[src/rtl/scoreboard_defs.sv]
// Shared definitions for the scoreboard button front end: per-channel FSM
// state encodings and default timing constants (1 cycle = 1 ms).
package scoreboard_defs;

  localparam logic [1:0] ST_IDLE      = 2'd0;
  localparam logic [1:0] ST_PRESSED   = 2'd1;
  localparam logic [1:0] ST_LONG_HELD = 2'd2;

  localparam int DEF_DEBOUNCE_MS = 10;
  localparam int DEF_LONG_MS     = 1000;
  localparam int DEF_REPEAT_MS   = 250;

endpackage

[src/rtl/button_channel.sv]
// One pushbutton: 2-FF synchroniser, counter debounce and short/long press FSM.
// Auto-repeat in LONG_HELD is built only when AUTO_REPEAT_EN is defined.
module button_channel
  import scoreboard_defs::*;
#(
  parameter int DEBOUNCE_MS = DEF_DEBOUNCE_MS,
  parameter int LONG_MS     = DEF_LONG_MS,
  parameter int REPEAT_MS   = DEF_REPEAT_MS
) (
  input  logic clk_1khz_i,
  input  logic rst_i,
  input  logic button_i,
  output logic short_press_o,
  output logic long_press_o,
  output logic pressed_o
);

  localparam int DB_W   = $clog2(DEBOUNCE_MS + 1);
  localparam int HOLD_W = $clog2(LONG_MS + 1);

  localparam logic [DB_W-1:0]   DB_LAST  = DB_W'(DEBOUNCE_MS - 1);
  // Long fires when the incremented hold count would equal LONG_MS-1.
  localparam logic [HOLD_W-1:0] LONG_PRE = HOLD_W'(LONG_MS - 2);
  localparam logic [HOLD_W-1:0] HOLD_MAX = HOLD_W'(LONG_MS);

  if (DEBOUNCE_MS < 1 || LONG_MS <= DEBOUNCE_MS || REPEAT_MS < 1) begin : g_param_check
    $error("button_channel: need DEBOUNCE_MS >= 1, LONG_MS > DEBOUNCE_MS, REPEAT_MS >= 1");
  end

  logic [1:0]        sync_reg;
  logic [DB_W-1:0]   db_cnt_reg;
  logic              level_reg;
  logic [1:0]        state_reg;
  logic [HOLD_W-1:0] hold_reg;
  logic              short_reg;
  logic              long_reg;

  always_ff @(posedge clk_1khz_i) begin
    if (rst_i) begin
      sync_reg   <= 2'b00;
      db_cnt_reg <= '0;
      level_reg  <= 1'b0;
    end else begin
      sync_reg <= {sync_reg[0], button_i};
      if (sync_reg[1] == level_reg) begin
        db_cnt_reg <= '0;
      end else if (db_cnt_reg == DB_LAST) begin
        level_reg  <= ~level_reg;
        db_cnt_reg <= '0;
      end else begin
        db_cnt_reg <= db_cnt_reg + 1'b1;
      end
    end
  end

`ifdef AUTO_REPEAT_EN
  localparam int REP_W = $clog2(REPEAT_MS + 1);
  localparam logic [REP_W-1:0] REP_LAST = REP_W'(REPEAT_MS - 1);
  logic [REP_W-1:0] rep_reg;
`endif

  always_ff @(posedge clk_1khz_i) begin
    if (rst_i) begin
      state_reg <= ST_IDLE;
      hold_reg  <= '0;
      short_reg <= 1'b0;
      long_reg  <= 1'b0;
`ifdef AUTO_REPEAT_EN
      rep_reg   <= '0;
`endif
    end else begin
      short_reg <= 1'b0;
      long_reg  <= 1'b0;
      case (state_reg)
        ST_IDLE: begin
          if (level_reg) begin
            state_reg <= ST_PRESSED;
            hold_reg  <= '0;
          end
        end
        ST_PRESSED: begin
          // Threshold is checked before release so a coincident fall is long-only.
          if (hold_reg == LONG_PRE) begin
            long_reg  <= 1'b1;
            state_reg <= ST_LONG_HELD;
            hold_reg  <= hold_reg + 1'b1;
`ifdef AUTO_REPEAT_EN
            rep_reg   <= '0;
`endif
          end else if (!level_reg) begin
            short_reg <= 1'b1;
            state_reg <= ST_IDLE;
          end else begin
            hold_reg <= hold_reg + 1'b1;
          end
        end
        ST_LONG_HELD: begin
          if (!level_reg) begin
            state_reg <= ST_IDLE;
          end else begin
            if (hold_reg != HOLD_MAX) begin
              hold_reg <= hold_reg + 1'b1;
            end
`ifdef AUTO_REPEAT_EN
            if (rep_reg == REP_LAST) begin
              long_reg <= 1'b1;
              rep_reg  <= '0;
            end else begin
              rep_reg <= rep_reg + 1'b1;
            end
`endif
          end
        end
        default: state_reg <= ST_IDLE;
      endcase
    end
  end

  assign short_press_o = short_reg;
  assign long_press_o  = long_reg;
  assign pressed_o     = level_reg;

endmodule

[src/rtl/multi_button_processor.sv]
// N_CH independent debounced pushbuttons with short/long press event pulses.
// Define AUTO_REPEAT_EN to make long_press_o repeat every REPEAT_MS while held.
module multi_button_processor
  import scoreboard_defs::*;
#(
  parameter int N_CH        = 2,
  parameter int DEBOUNCE_MS = DEF_DEBOUNCE_MS,
  parameter int LONG_MS     = DEF_LONG_MS,
  parameter int REPEAT_MS   = DEF_REPEAT_MS
) (
  input  logic            clk_1khz_i,
  input  logic            rst_i,
  input  logic [N_CH-1:0] buttons_i,
  output logic [N_CH-1:0] short_press_o,
  output logic [N_CH-1:0] long_press_o,
  output logic [N_CH-1:0] pressed_o
);

  if (N_CH < 1 || N_CH > 8) begin : g_param_check
    $error("multi_button_processor: N_CH must be 1..8");
  end

  for (genvar gi = 0; gi < N_CH; gi++) begin : g_ch
    button_channel #(
      .DEBOUNCE_MS (DEBOUNCE_MS),
      .LONG_MS     (LONG_MS),
      .REPEAT_MS   (REPEAT_MS)
    ) u_ch (
      .clk_1khz_i    (clk_1khz_i),
      .rst_i         (rst_i),
      .button_i      (buttons_i[gi]),
      .short_press_o (short_press_o[gi]),
      .long_press_o  (long_press_o[gi]),
      .pressed_o     (pressed_o[gi])
    );
  end

endmodule

[config.mk]
export PLATFORM = sky130hd
export DESIGN_NAME = multi_button_processor
export DESIGN_NICKNAME = d
export VERILOG_FILES = /design/src/rtl/scoreboard_defs.sv /design/src/rtl/button_channel.sv /design/src/rtl/multi_button_processor.sv
export SDC_FILE = /design/constraint.sdc
export NUM_CORES = 1
export LEC_CHECK = 0
export CORE_UTILIZATION = 30
export DETAILED_ROUTE_END_ITERATION = 12
export SYNTH_ARGS = -nofsm -noshare
export SYNTH_HDL_FRONTEND = slang
export SYNTH_SLANG_ARGS = --single-unit
[constraint.sdc]
create_clock -name clk_1khz_i -period 3.71 [get_ports clk_1khz_i]
set_input_delay 0.742 -clock clk_1khz_i [delete_from_list [all_inputs] [get_ports clk_1khz_i]]
set_output_delay 0.742 -clock clk_1khz_i [all_outputs]
set_load 0.02 [all_outputs]
==> metrics <==
status=complete, no violations; internal power=~0.66 mW; initial antenna violation count=0; Initial DRC Count=75; warnings from Yosys=0; Max Freq=slightly above 0.4 GHz; Synth area leaders=dfxtp_1 (37%), ha_1 (10%), a21oi_1 (4.0%), nor2_1 (3.7%), o21ai_0 (3.3%); die footprint=roughly 8000 um2; Peak supply drop=0.000134 V; length of the first detailed-routing pass in iterations=4; Clock Latency Late Sink=about 0.30 ns; Via Count=1854; final critical-path required period=around 2.4 ns; total power=around 0.84 mW; Comb power frac=0.019; first-pass GRT wire length=just over 7 mm; slew margin rel.=0.541; CTS Sinks=42; Worst setup SP type=register; number of synthesized flops with an enable pin=0; Fillers=744; Overflow after GRT=0; Worst-Margin Slew=a little under 0.7 ns; setup tns final=0 ns; Seq/Total Area, Yosys=0.373; area grow syn2layout=11.0%; Setup crit end kind=register; IO buf count=9; Net Switching=~0.18 mW; Yosys cell types=51; Fin. Hold Viols=0; mean post-synth cell area=8.49 um2; hold buffer count at CTS=0; cell count after synthesis=266; CP required=between 3 and 4 ns; postcts setup bufs=0; vias in the first global route=approximately 1600; max-cap violation count=0; critical path class=reg -> reg; NumNets Final=290; Residual DRC=0; Max Fanout on Critical Path=11; Multi-input gate area=between 1000 and 1500 um2; CTS tree=done; Cell Pwr Density=about 330 nW/um2; Worst Reg-to-Reg Cells=7; Async SR Flop Fraction=0; WHS Endpoint=g_ch[1].u_ch.sync_reg[1]$_SDFF_PP0_; Detail Route Antenna Nets=0; met2 wire len=between 1.5 and 2 mm; Max Used Layer=met4; Final Max Slew Viols=0; met3 WL=approximately 190 um; synthesized flop and latch total=42; Tightest Hold Check Type=reg -> reg; IO Pins=10; Largest register FFs=20; Cell Rows=31; largest net degree at the start of global routing=32; post-CTS sizing=0; placer congestion estimate=~0.75; RSZ-0062 raised after global routing=false; period utilization=0.659; clk buf depth=2; Worst Hold Depth=1; post-synth top area share=0.373; WL/cell=11.6 um; Num CTS Buffers=5; FF-to-FF Start=g_ch[1].u_ch.state_reg[0]$_SDFFE_PP0N_; H-tree levels=2; Vias per Instance=between 5 and 6; synthesized area=between 2000 and 2500 um2; reg-to-reg critical path endpoint=g_ch[1].u_ch.hold_reg[2]$_SDFFE_PP0P_; Post-DP Area=2390 um2; sequential cell area=841 um2; total track usage=0.115; hold path startpoint=g_ch[1].u_ch.sync_reg[0]$_SDFF_PP0_; Synth Flop Type=dfxtp_1; # diodes=0; CTS clk-pin slew, worst paths=~0.080 ns; cell taking the most area after synthesis=dfxtp_1; Die Height=between 80 and 90 um; placeable core area=7250 um2; die width=about 89 um; Sequential Power Share=0.543; WL final=about 4.3 mm; final instance area=around 2500 um2; Lkg Pwr=roughly 0.85 nW; M1 wire length=~2.1 mm; Syn Nets=about 290; clock group share of total power=0.438; sw frac=0.211; CTS root buf=clkbuf_8; final setup skew=roughly 0.0062 ns; crit path DAT=roughly 2.7 ns; final setup vio count=0; HPWL after DPL=3.02 mm; initial core utilization=0.311; reg2reg setup slack=approximately 1.3 ns; layout cells sized above 1=0.0632
==> power by group through the flow <==
stage	clock network [mW]	registers [mW]	logic [mW]
floorplan	0	0.465	0.00964
global placement	0	0.465	0.0161
detailed placement	0	0.465	0.0164
CTS	0.378	0.454	0.0165
global route	0.398	0.455	0.0178
finish	0.367	0.454	0.0161
==> layout make-up <==
class,count,share of cell area
clock buffers,5,0.0275
clock inverters,3,0.0175
inverters,18,0.0270
multi-input cells,191,0.504
flip-flops and latches,42,0.336
well taps,99,0.0495
repair buffers,10,0.0390
==> cells in the mapped netlist (2+ instances only) <==
| master | instances |
|---|---|
| or4_1 | 3 |
| or2_2 | 2 |
| buf_4 | 6 |
| a21o_1 | 2 |
| xor2_1 | 2 |
| a31oi_1 | 5 |
| nor3_1 | 5 |
| nand3b_1 | 2 |
| nor2_1 | 22 |
| nand2_1 | 19 |
| o21ai_0 | 15 |
| o31ai_1 | 2 |
| nand4b_1 | 6 |
| a32o_1 | 2 |
| ha_1 | 18 |
| inv_1 | 17 |
| a31o_2 | 2 |
| nand3_1 | 13 |
| or3_1 | 8 |
| and3_1 | 5 |
| nor4_1 | 4 |
| a21oi_1 | 18 |
| dfxtp_1 | 42 |
| xnor2_1 | 4 |
| nand4_1 | 3 |
| clkbuf_1 | 7 |
| o21a_1 | 2 |
| nor2b_1 | 6 |
| o32ai_1 | 2 |
==> kinds of logic after synthesis <==
family,Yosys count,share of synthesized area
muxes,1,0.00443
adders and majority gates,18,0.0998
AOI/OAI and AO/OA,62,0.177
DFF,42,0.373
buffers and inverters,33,0.0682
and+or+nand+nor,104,0.254
xor gates and xnor gates,6,0.0233
==> per-layer routing <==
layer,vias to the layer above,track usage
li1,950,-
met1,867,0.143
met2,29,0.187
met3,8,0.0420
met4,0,0.0337
met5,-,0
==> cells in the final DEF, fill, tap and decap left out, types with 5 or more instances in the layout <==
master,instances
ha_1,18
or3_1,8
inv_1,17
o21ai_0,15
clkdlybuf4s50_1,9
a31oi_1,5
nor2b_1,6
nor2_1,22
nand2_1,19
a21oi_1,18
clkbuf_8,5
nor3_1,5
dfxtp_1,42
nand4b_1,6
nand3_1,13
and3_1,5
==> how the worst max path moves through the flow <==
stage,from,endpoint,cells after the start
6_report,g_ch[1].u_ch.state_reg[0]$_SDFFE_PP0N_,g_ch[1].u_ch.hold_reg[2]$_SDFFE_PP0P_,7
3_3_place_gp,rst_i,g_ch[0].u_ch.state_reg[1]$_SDFFE_PP0P_,6
4_1_cts,g_ch[1].u_ch.state_reg[1]$_SDFFE_PP0N_,g_ch[1].u_ch.hold_reg[2]$_SDFFE_PP0P_,7
2_1_floorplan,g_ch[1].u_ch.state_reg[0]$_SDFFE_PP0N_,g_ch[1].u_ch.hold_reg[8]$_SDFFE_PP0P_,8
5_1_grt,g_ch[1].u_ch.state_reg[1]$_SDFFE_PP0N_,g_ch[1].u_ch.hold_reg[2]$_SDFFE_PP0P_,7
3_5_place_dp,rst_i,g_ch[0].u_ch.state_reg[1]$_SDFFE_PP0P_,6
==> worst max-delay path: stages, from the launching register on <==
cell	delay [ns]
dfxtp_1	0.40
inv_1	0.08
ha_1	0.24
nor2b_1	0.16
or4_4	0.51
a31oi_2	0.51
o21ai_0	0.17
a32o_1	0.28
==> stage by stage <==
| stage | setup WS (ns) | util | hold slack [ns] | instances |
|---|---|---|---|---|
| final | 1.27 | 0.345 | 0.441 | 368 |
| after global routing | 1.06 | 0.345 | 0.461 | 368 |
| after CTS | 1.27 | 0.345 | 0.444 | 368 |
| after detailed placement | 1.19 | 0.330 | 0.424 | 360 |
| after global placement | 1.23 | 0.330 | 0.420 | 360 |
| after floorplan | 1.68 | - | 0.414 | 266 |
(Power assumes the default switching activity.)
